**src/rtl/rvx10_pkg.sv**
```systemverilog
// Shared constants for the RVX10 instruction encoder: ALU control codes,
// major opcodes, the halt word and the loader FSM state type.
package rvx10_pkg;

    localparam logic [3:0] ALU_ADD  = 4'b0000;
    localparam logic [3:0] ALU_SUB  = 4'b0001;
    localparam logic [3:0] ALU_AND  = 4'b0010;
    localparam logic [3:0] ALU_OR   = 4'b0011;
    localparam logic [3:0] ALU_ILL  = 4'b0100;
    localparam logic [3:0] ALU_SLT  = 4'b0101;
    localparam logic [3:0] ALU_ANDN = 4'b0110;
    localparam logic [3:0] ALU_ORN  = 4'b0111;
    localparam logic [3:0] ALU_XORN = 4'b1000;
    localparam logic [3:0] ALU_MIN  = 4'b1001;
    localparam logic [3:0] ALU_MAX  = 4'b1010;
    localparam logic [3:0] ALU_MINU = 4'b1011;
    localparam logic [3:0] ALU_MAXU = 4'b1100;
    localparam logic [3:0] ALU_ROL  = 4'b1101;
    localparam logic [3:0] ALU_ROR  = 4'b1110;
    localparam logic [3:0] ALU_ABS  = 4'b1111;

    localparam logic [6:0]  OPC_RTYPE = 7'b0110011;
    localparam logic [6:0]  OPC_RVX10 = 7'b0001011;
    localparam logic [31:0] HALT_WORD = 32'h0000_0063;

    typedef enum logic [1:0] {
        S_IDLE = 2'd0,
        S_RUN  = 2'd1,
        S_TERM = 2'd2,
        S_DONE = 2'd3
    } state_t;

endpackage

```
**src/rtl/rvx10_instr_pack.sv**
```systemverilog
// Combinational packer: ALU control code plus register fields to a 32-bit
// R-type or RVX10 custom-0 instruction word, flagging the undefined code.
module rvx10_instr_pack
    import rvx10_pkg::*;
(
    input  logic [3:0]  op,
    input  logic [4:0]  rd,
    input  logic [4:0]  rs1,
    input  logic [4:0]  rs2,
    output logic [31:0] word,
    output logic        illegal
);

    logic [6:0] funct7;
    logic [2:0] funct3;
    logic [6:0] opcode;
    logic [4:0] rs2_field;

    always_comb begin
        funct7    = 7'b0000000;
        funct3    = 3'b000;
        opcode    = OPC_RTYPE;
        rs2_field = rs2;
        illegal   = 1'b0;
        case (op)
            ALU_ADD:  funct3 = 3'b000;
            ALU_SUB:  begin funct3 = 3'b000; funct7 = 7'b0100000; end
            ALU_SLT:  funct3 = 3'b010;
            ALU_OR:   funct3 = 3'b110;
            ALU_AND:  funct3 = 3'b111;
            ALU_ANDN: begin opcode = OPC_RVX10; funct7 = 7'd0; funct3 = 3'b000; end
            ALU_ORN:  begin opcode = OPC_RVX10; funct7 = 7'd0; funct3 = 3'b001; end
            ALU_XORN: begin opcode = OPC_RVX10; funct7 = 7'd0; funct3 = 3'b010; end
            ALU_MIN:  begin opcode = OPC_RVX10; funct7 = 7'd1; funct3 = 3'b000; end
            ALU_MAX:  begin opcode = OPC_RVX10; funct7 = 7'd1; funct3 = 3'b001; end
            ALU_MINU: begin opcode = OPC_RVX10; funct7 = 7'd1; funct3 = 3'b010; end
            ALU_MAXU: begin opcode = OPC_RVX10; funct7 = 7'd1; funct3 = 3'b011; end
            ALU_ROL:  begin opcode = OPC_RVX10; funct7 = 7'd2; funct3 = 3'b000; end
            ALU_ROR:  begin opcode = OPC_RVX10; funct7 = 7'd2; funct3 = 3'b001; end
            // abs is unary; the rs2 slot is architecturally zero
            ALU_ABS:  begin opcode = OPC_RVX10; funct7 = 7'd3; funct3 = 3'b000; rs2_field = 5'd0; end
            default:  illegal = 1'b1;
        endcase
        word = {funct7, rs2_field, rs1, funct3, rd, opcode};
    end

endmodule

```
**src/rtl/rvx10_encoder.sv**
```systemverilog
// Program loader: turns a stream of ALU-op requests into instruction words
// written sequentially to IMEM, closing each session with a halt word.
module rvx10_encoder
    import rvx10_pkg::*;
#(
    parameter int                 IMEM_AW   = 6,
    parameter logic [IMEM_AW-1:0] BASE_ADDR = '0
) (
    input  logic               clk,
    input  logic               reset,
    input  logic               start,
    input  logic               req_valid,
    output logic               req_ready,
    input  logic [3:0]         req_op,
    input  logic [4:0]         req_rd,
    input  logic [4:0]         req_rs1,
    input  logic [4:0]         req_rs2,
    input  logic               req_last,
    output logic               imem_we,
    output logic [IMEM_AW-1:0] imem_addr,
    output logic [31:0]        imem_wdata,
    output logic               busy,
    output logic               done,
    output logic               err_illegal,
    output logic               err_overflow,
    output logic [IMEM_AW:0]   count
);

    localparam logic [IMEM_AW-1:0] LAST_SLOT = '1;
    localparam logic [IMEM_AW-1:0] PTR_ONE   = IMEM_AW'(1);
    localparam logic [IMEM_AW:0]   CNT_ONE   = (IMEM_AW + 1)'(1);

    state_t             state_reg;
    logic [IMEM_AW-1:0] ptr_reg;
    logic [IMEM_AW:0]   count_reg;
    logic               done_reg;
    logic               err_ill_reg;
    logic               err_ovf_reg;
    logic               halt_sent_reg;
    logic               we_reg;
    logic [IMEM_AW-1:0] addr_reg;
    logic [31:0]        wdata_reg;

    logic [31:0] pack_word;
    logic        pack_illegal;
    logic        accept;

    rvx10_instr_pack u_pack (
        .op      (req_op),
        .rd      (req_rd),
        .rs1     (req_rs1),
        .rs2     (req_rs2),
        .word    (pack_word),
        .illegal (pack_illegal)
    );

    // The final slot is kept free so the halt word always fits.
    assign req_ready = (state_reg == S_RUN) && (ptr_reg != LAST_SLOT);
    assign accept    = req_valid && req_ready;

    always_ff @(posedge clk) begin
        if (reset) begin
            state_reg     <= S_IDLE;
            ptr_reg       <= BASE_ADDR;
            count_reg     <= '0;
            done_reg      <= 1'b0;
            err_ill_reg   <= 1'b0;
            err_ovf_reg   <= 1'b0;
            halt_sent_reg <= 1'b0;
            we_reg        <= 1'b0;
            addr_reg      <= '0;
            wdata_reg     <= '0;
        end else begin
            we_reg <= 1'b0;
            case (state_reg)
                S_IDLE, S_DONE: begin
                    if (start) begin
                        state_reg   <= S_RUN;
                        ptr_reg     <= BASE_ADDR;
                        count_reg   <= '0;
                        done_reg    <= 1'b0;
                        err_ill_reg <= 1'b0;
                        err_ovf_reg <= 1'b0;
                    end
                end
                S_RUN: begin
                    if (accept) begin
                        if (pack_illegal) begin
                            err_ill_reg <= 1'b1;
                        end else begin
                            we_reg    <= 1'b1;
                            addr_reg  <= ptr_reg;
                            wdata_reg <= pack_word;
                            ptr_reg   <= ptr_reg + PTR_ONE;
                            count_reg <= count_reg + CNT_ONE;
                        end
                        if (req_last) begin
                            state_reg <= S_TERM;
                        end
                    end else if (ptr_reg == LAST_SLOT) begin
                        err_ovf_reg <= 1'b1;
                        state_reg   <= S_TERM;
                    end
                end
                S_TERM: begin
                    // First cycle issues the halt write; busy stays up while it lands.
                    if (!halt_sent_reg) begin
                        we_reg        <= 1'b1;
                        addr_reg      <= ptr_reg;
                        wdata_reg     <= HALT_WORD;
                        count_reg     <= count_reg + CNT_ONE;
                        halt_sent_reg <= 1'b1;
                    end else begin
                        halt_sent_reg <= 1'b0;
                        done_reg      <= 1'b1;
                        state_reg     <= S_DONE;
                    end
                end
                default: state_reg <= S_IDLE;
            endcase
        end
    end

    assign busy         = (state_reg == S_RUN) || (state_reg == S_TERM);
    assign done         = done_reg;
    assign err_illegal  = err_ill_reg;
    assign err_overflow = err_ovf_reg;
    assign count        = count_reg;
    assign imem_we      = we_reg;
    assign imem_addr    = addr_reg;
    assign imem_wdata   = wdata_reg;

endmodule

```
**config.mk**
```make
export PLATFORM = sky130hd
export DESIGN_NAME = rvx10_encoder
export DESIGN_NICKNAME = d
export VERILOG_FILES = /design/src/rtl/rvx10_pkg.sv /design/src/rtl/rvx10_instr_pack.sv /design/src/rtl/rvx10_encoder.sv
export SDC_FILE = /design/constraint.sdc
export NUM_CORES = 1
export LEC_CHECK = 0
export BUFFER_PORTS_ARGS = -buffer_cell sky130_fd_sc_hd__buf_2
export CAP_MARGIN = 20
export CORE_MARGIN = 10
export CORE_UTILIZATION = 51
export DETAILED_ROUTE_END_ITERATION = 16
export PLACE_DENSITY = 0.79
export RECOVER_POWER = 50
export SLEW_MARGIN = 40
export SYNTH_ARGS = -nofsm -noshare
export SYNTH_HDL_FRONTEND = slang
export SYNTH_SLANG_ARGS = --single-unit
```
**constraint.sdc**
```tcl
create_clock -name clk -period 2.6 [get_ports clk]
set_clock_uncertainty 0.2 [all_clocks]
set_input_delay 0.52 -clock clk [delete_from_list [all_inputs] [get_ports clk]]
set_output_delay 0.52 -clock clk [all_outputs]
set_load 0.01 [all_outputs]
```
==> results of run 1 <==
==> worst register-to-register path, stage by stage, from the launching register on <==
cell     delay, ns
dfxtp_1       0.33
inv_1         0.08
ha_1          0.34
o21ai_2       0.15
inv_2         0.17
a21oi_2       0.16
or4_1         0.57
o31ai_2       0.27
==> power by group through the flow <==
stage               Sequential, mW  Combinational (mW)  Clock [mW]
floorplan                     1.07               0.852           0
global placement              1.02                1.24           0
detailed placement            1.03                1.27           0
CTS                           1.01                1.28       0.551
global route                  1.04                1.39       0.588
finish                        1.02                1.24       0.537
==> stage by stage <==
step	utilization (%)	instances	hold WS (ns)	setup slack (ns)	power, mW
2_1_floorplan	-	304	0.266	0.498	1.93
3_3_place_gp	60.2	417	0.254	0.293	2.27
3_5_place_dp	60.2	417	0.249	0.217	2.30
4_1_cts	62.5	425	0.261	0.260	2.84
5_1_grt	61.3	425	0.270	0.0507	3.01
6_report	61.3	425	0.269	0.240	2.80
==> cell families after synthesis <==
group	after synthesis	synth area share (%)
buffers and inverters	38	7.53
XOR/XNOR	1	0.347
flip-flops	52	41.2
multiplexers	1	0.396
AND/OR/NAND/NOR	95	21.8
AO/OA/AOI/OAI	107	26.1
other	1	0.148
adder cells (fa/ha/maj)	5	2.48
==> cells in the final DEF (no fill, tap or decap), drive strengths merged, types with 3 or more instances in the layout <==
cell type,instances
a211oi,5
nor4,3
nand3b,14
inv,7
buf,32
nand2,23
conb,5
clkbuf,50
a21oi,37
a31oi,4
ha,5
and3,3
nand2b,8
o211ai,4
nor3,13
nor2,4
o21ai,38
dfxtp,52
nand3,13
a31o,7
==> final timing paths <==
kind | endpoint | depth (start not counted)
setup / recovery | count[5]$_SDFFE_PP0P_ | 7
hold / removal | count[1]$_SDFFE_PP0P_ | 2
setup reg to reg | count[5]$_SDFFE_PP0P_ | 7
hold reg to reg | imem_wdata[16]$_SDFFE_PP0P_ | 2
==> per-layer routing <==
metal | vias to the layer above | global-route usage (%) | wire, um
li1 | 1191 | - | -
met1 | 1105 | 19.2 | 3010
met2 | 64 | 26.1 | 3240
met3 | 8 | 4.99 | 395
met4 | 0 | 4.38 | 66
met5 | - | 0 | 0
==> layout make-up <==
cell class	instances	area, um^2	area share (%)
multi-input combinational	214	1310	44.9
tap	67	83.8	2.88
clock inverter	2	35.0	1.20
clock buffer	6	72.6	2.49
sequential	52	1040	35.7
inverter	8	30.0	1.03
timing repair buffer	76	343	11.8
==> summary.txt, run 1 <==
Critical path
  • Crit path buffers/inverters: 2
  • Worst-path maximum fanout: 12
  • RR Startpoint: state_reg[1]$_SDFFE_PP0P_
  • Worst setup SP type: flip-flop
  • CP Cell Sequence: inv_1, ha_1, o21ai_2, inv_2, a21oi_2, or4_1, o31ai_2
  • Largest stage delay, worst path: ~0.57 ns
  • CP arrival: between 2 and 2.5 ns
  • CP endpoint kind: flip-flop
  • Slowest stage cell, crit path: or4_1
  • Family with the most delay on the worst path: compound AO/OA/AOI/OAI gates
  • Worst setup path start: state_reg[1]$_SDFFE_PP0P_
  • Worst reg2reg setup slack: 0.24 ns
  • Critical path required time: approximately 2.6 ns
  • Setup CP Type: flip-flop to flip-flop

Pwr
  • Clock power share: approximately a fifth
  • PwrDens: 959 mW/mm^2
  • Flop pwr share: 36.3%
  • Total leakage power: ~1.1 nW
  • Comb power frac: 44.5%
  • NetSw: 1.16 mW
  • Switching Share: about two fifths
  • Cell Int Power: 1.64 mW
  • Worst vdd ir: 523 uV

Cells and area
  • Filler cells: between 400 and 500
  • Layout Nets: roughly 390
  • Max FFs per register: 26
  • Area growth syn-to-layout: 15.4%
  • Post-Layout Inst Area: approximately 0.0029 mm^2
  • # diodes: 0
  • Share of cells above drive strength 1: between 10% and 20%

STA
  • Setup TNS: 0 ns
  • Unrepaired setup endpoints after global routing: no
  • Final-report max-slew violation count: 0
  • Actual slew at the worst max-slew pin: about 0.69 ns
  • Final Hold Fails: 0
  • Fin crit period: about 2.4 ns
  • F_max: 424 MHz
  • Final setup vio count: 0
  • Fin crit share: about nine tenths
  • Worst rel slew slack: a little over half

Synth
  • Number of distinct library cells after synthesis: 53
  • Synth Area per Inst: 8.42 um^2
  • Synth top area share: roughly two fifths
  • Number of flops mapped to enable cells by yosys: 0
  • Top cells by area, synth: dfxtp_1 41%, a21oi_1 7.1%, o21ai_0 7.1%, nand3b_1 4.2%, nand2_1 3.4%
  • Post-Synthesis Cell Area: 0.00253 mm^2
  • Asr flop ratio synth: 0%
  • Yosys warns: 0
  • Seq/Total Area, Yosys: 41.2%
  • Top-count cell post-synth: dfxtp_1
  • Yosys top cell by area: dfxtp_1
  • Synth Instances: 300
  • Commonest cells in the netlist: 52 x dfxtp_1, 36 x a21oi_1, 36 x o21ai_0
  • Top FF cell, synth: dfxtp_1
  • Synthesis-stage register bit count: 52

Clock tree
  • CTS max path bufs: 2
  • H-Tree Depth: 2
  • Post_cts resized: 0
  • Total CTS buffers: 5
  • Hold Buf Count CTS: 0
  • Number of setup buffers added after CTS: 0
  • Clock-pin slew on the worst setup and hold paths: roughly 0.09 ns
  • Clock latency on the worst-skew pair: around 0.30 ns
  • CTS tree: built
  • Root Buffer: clkbuf_8
  • Clk sinks: 52

GRT
  • First-pass GRT wire length: 11.0 mm
  • Largest net degree at the start of global routing: 37
  • Vias in the first global route: between 2000 and 2500
  • Grt total ovfl: 0
  • Antenna violations before repair: 0
  • Total GRT Usage: about 16%

Detailed routing
  • Total routed wirelength: between 6 and 7 mm
  • Avg Vias per Cell: around 5.6
  • Antenna-violating nets left: 0
  • Final routed DRC violation total: 0
  • 1st-iter DRT viols: approximately 150
  • Drt pass-1 iters: 4
  • Vias: 2368
  • Avg WL per Cell: around 16 um

Placement
  • IO Port Bufs: 69
  • Placed inst area: approximately 0.0029 mm^2
  • GPL Wtd Cong: ~0.84
  • Final HPWL DP: 4.93 mm

Floorplanning
  • I/O pin total: 75
  • Die H: ~90 um
  • Die ar.: roughly 0.0082 mm^2
  • Row count: 25
  • Core area: 0.00475 mm^2
  • Die Wd: 90.4 um
  • Initial Utilization: 53.1%

Flow run
  • Max cap viols: 0

Outcome
  • Status: completed

Hold path
  • Hold Crit Class: primary input to flip-flop
  • Hold Startpoint: reset
Power figures use the tool's default switching activity.
==> inputs of run 2 (changes only) <==
--- a/config.mk
+++ b/config.mk
@@ -8,11 +8,12 @@
 export BUFFER_PORTS_ARGS = -buffer_cell sky130_fd_sc_hd__buf_2
 export CAP_MARGIN = 20
 export CORE_MARGIN = 10
-export CORE_UTILIZATION = 51
+export CORE_UTILIZATION = 54
 export DETAILED_ROUTE_END_ITERATION = 16
-export PLACE_DENSITY = 0.79
+export PLACE_DENSITY = 0.81
 export RECOVER_POWER = 50
 export SLEW_MARGIN = 40
 export SYNTH_ARGS = -nofsm -noshare
 export SYNTH_HDL_FRONTEND = slang
+export SYNTH_HIERARCHICAL = 1
 export SYNTH_SLANG_ARGS = --single-unit
==> summary.txt, run 2 <==
Clock tree
  • Hold Buf Count CTS: 0
  • Clock-pin slew on the worst setup and hold paths: roughly 0.060 ns
  • H-Tree Depth: 3
  • Root Buffer: clkbuf_8
  • Clock latency on the worst-skew pair: ~0.34 ns
  • CTS max path bufs: 2
  • CTS tree: built
  • Post_cts resized: 0
  • Clk sinks: 58
  • Total CTS buffers: 9
  • Number of setup buffers added after CTS: 0

STA
  • Unrepaired setup endpoints after global routing: no
  • Fin crit period: approximately 2.5 ns
  • Final Hold Fails: 0
  • Worst rel slew slack: 55.1%
  • Final-report max-slew violation count: 0
  • Fin crit share: a little over nine tenths
  • Actual slew at the worst max-slew pin: roughly 0.67 ns
  • Final setup margin: ~0.13 ns
  • F_max: 405 MHz
  • Final setup vio count: 0
  • Setup TNS: 0 ns

Synth
  • Proportion of synthesized area in mux cells: 2.70%
  • Synth top area share: between 30% and 40%
  • Synth Area in Compound Gates: 24.6%
  • Number of flops mapped to enable cells by yosys: 0
  • Synthesis-stage register bit count: 58
  • Top cells by area, synth: dfxtp_1 38%, a21oi_1 6.7%, nand2_1 6.5%, o21ai_0 5.6%, buf_4 5.1%
  • Xor/xnor share of the synthesized area: less than 1%
  • Post-Synthesis Cell Area: a little over 0.003 mm^2
  • Synth Instances: 372
  • Number of distinct library cells after synthesis: 53
  • Asr flop ratio synth: 0%
  • Largest family of logic cells by synthesized area: compound AO/OA/AOI/OAI gates
  • Commonest cells in the netlist: 58 x dfxtp_1, 53 x nand2_1, 41 x a21oi_1
  • Post-Synth Simple-Gate Area: about a fifth
  • Top-count cell post-synth: dfxtp_1
  • Yosys warns: 6
  • Yosys top cell by area: dfxtp_1
  • Top FF cell, synth: dfxtp_1
  • Post-synthesis adder-cell area fraction: a little over 2%
  • Seq/Total Area, Yosys: a little under two fifths
  • Synth Area per Inst: 8.23 um^2

Cells and area
  • Filler cells: a little over 500
  • Commonest non-fill, non-tap cell in the layout: dfxtp_1
  • Post-Layout Inst Area: approximately 0.0035 mm^2
  • Area growth syn-to-layout: 13.6%
  • Share of cells above drive strength 1: between 10 and 15%
  • Commonest non-fill, non-tap cells in the layout: 58 x dfxtp_1, 53 x nand2_1, 51 x clkbuf_1
  • # diodes: 0
  • Max FFs per register: 32
  • Layout Nets: 457

Pwr
  • Total leakage power: 1.31 nW
  • NetSw: between 1 and 1.5 mW
  • Cell Int Power: 1.92 mW
  • PwrDens: between 900 and 1000 mW/mm^2
  • Switching Share: between 30% and 40%
  • Worst vdd ir: between 400 and 500 uV
  • Clock power share: roughly 26%
  • Flop pwr share: 36.4%
  • Comb power frac: a little under two fifths

Floorplanning
  • Row count: 27
  • I/O pin total: 75
  • Die H: between 90 and 100 um
  • Die ar.: between 0.009 and 0.01 mm^2
  • Die Wd: 95.3 um
  • Initial Utilization: between 50% and 60%
  • Core area: 0.00551 mm^2

Placement
  • Pre-CTS WS: roughly 0.036 ns
  • GPL Wtd Cong: around 0.87
  • Placed inst area: 0.00335 mm^2
  • Final HPWL DP: roughly 5.6 mm
  • IO Port Bufs: 74

Detailed routing
  • Avg WL per Cell: approximately 15 um
  • Total routed wirelength: 7.78 mm
  • Avg Vias per Cell: about 5.6
  • Vias: ~2800
  • Drt pass-1 iters: 5
  • 1st-iter DRT viols: around 170
  • Antenna-violating nets left: 0
  • Final routed DRC violation total: 0

Critical path
  • Worst setup path start: ptr_reg[0]$_SDFFE_PP0P_
  • Worst reg2reg path depth: 6
  • Worst-path maximum fanout: 7
  • CP Capture Point: req_ready
  • R2R Path End: imem_wdata[29]$_SDFFE_PP0P_
  • WP depth: 4
  • Crit path buffers/inverters: 1
  • CP arrival: 1.75 ns
  • RR Startpoint: state_reg[0]$_SDFFE_PP0P_
  • Largest stage delay, worst path: ~0.36 ns
  • Worst reg2reg setup slack: between 0.3 and 0.4 ns
  • Setup CP Type: flip-flop to output port
  • CP Cell Sequence: ha_1, and3_1, a21oi_2, buf_2
  • Critical path required time: approximately 1.9 ns
  • CP endpoint kind: output port
  • Family with the most delay on the worst path: flip-flops
  • Slowest stage cell, crit path: dfxtp_1
  • Worst setup SP type: flip-flop

Flow run
  • Max cap viols: 0

Hold path
  • Hold Crit Class: primary input to flip-flop
  • Hold Startpoint: req_rd[4]

Outcome
  • Status: completed

GRT
  • Total GRT Usage: between 10% and 20%
  • Largest net degree at the start of global routing: 30
  • Vias in the first global route: ~2600
  • First-pass GRT wire length: roughly 13 mm
  • Grt total ovfl: 0
  • Antenna violations before repair: 0
## run 2: changes by cell type after synthesis, sizes merged, moves of 6 or more
cell / before / now
nand2: 23 / 53
nor2: 4 / 17
buf: 17 / 29
nand3b: 14 / 3
nor3: 13 / 5
a21oi: 37 / 44
a31o: 7 / 0
o221ai: 0 / 7
dfxtp: 52 / 58
## run 2: final cells by class
cell class	count	area, um^2	area share (%)
Clock buffer	12	145	4.17
Clock inverter	3	40.0	1.15
Inverter	6	22.5	0.648
Multi-Input combinational cell	267	1590	45.8
Sequential cell	58	1160	33.4
Tap cell	72	90.1	2.59
Timing Repair Buffer	86	424	12.2
## run 2: tightest hold or removal path, stage by stage
cell and delay [ns]:
buf_2 0.10, nand2_1 0.04, a21oi_1 0.05
## run 2: cell families after synthesis
group,Yosys count
DFF,58
and+or+nand+nor,129
other,2
xor gates and xnor gates,1
adders and majority gates,5
muxes,8
buffers and inverters,53
AOI/OAI and AO/OA,116
## run 2: through the flow
stage	power [mW]	instances	util, %	hold WS (ns)
2_1_floorplan	2.00	378	-	0.251
3_3_place_gp	2.35	489	60.9	0.259
3_5_place_dp	2.39	489	60.9	0.265
4_1_cts	3.19	504	64.3	0.209
5_1_grt	3.36	504	63.1	0.236
6_report	3.15	504	63.1	0.215
## run 2: how the worst min path moves through the flow
stage	to	slack [ns]	cells past startpoint
after CTS	imem_wdata[11]$_SDFFE_PP0P_	0.21	3
after detailed placement	imem_wdata[20]$_SDFFE_PP0P_	0.26	2
after global routing	imem_wdata[18]$_SDFFE_PP0P_	0.24	3
final	imem_wdata[11]$_SDFFE_PP0P_	0.22	3
after floorplan	state_reg[1]$_SDFFE_PP0P_	0.25	2
after global placement	imem_wdata[13]$_SDFFE_PP0P_	0.26	2
## run 2: metal layers
layer  routed length (um)  vias to the layer above  global-route usage, %  part of all wire (%)
met5                    0                        -                      0                     0
met4                  126                        0                   7.23                   1.6
met3                  625                       12                   5.42                   8.0
met2                 3690                       92                   27.3                    47
met1                 3340                     1322                   21.0                    43
li1                     -                     1414                      -                     -
## run 2: power by group through the flow
| stage | Clock (mW) | Combinational (mW) | Sequential [mW] |
|---|---|---|---|
| after global placement | 0 | 1.20 | 1.15 |
| final | 0.801 | 1.20 | 1.15 |
| after CTS | 0.814 | 1.23 | 1.14 |
| after floorplan | 0 | 0.808 | 1.19 |
| after detailed placement | 0 | 1.23 | 1.16 |
| after global routing | 0.852 | 1.34 | 1.17 |
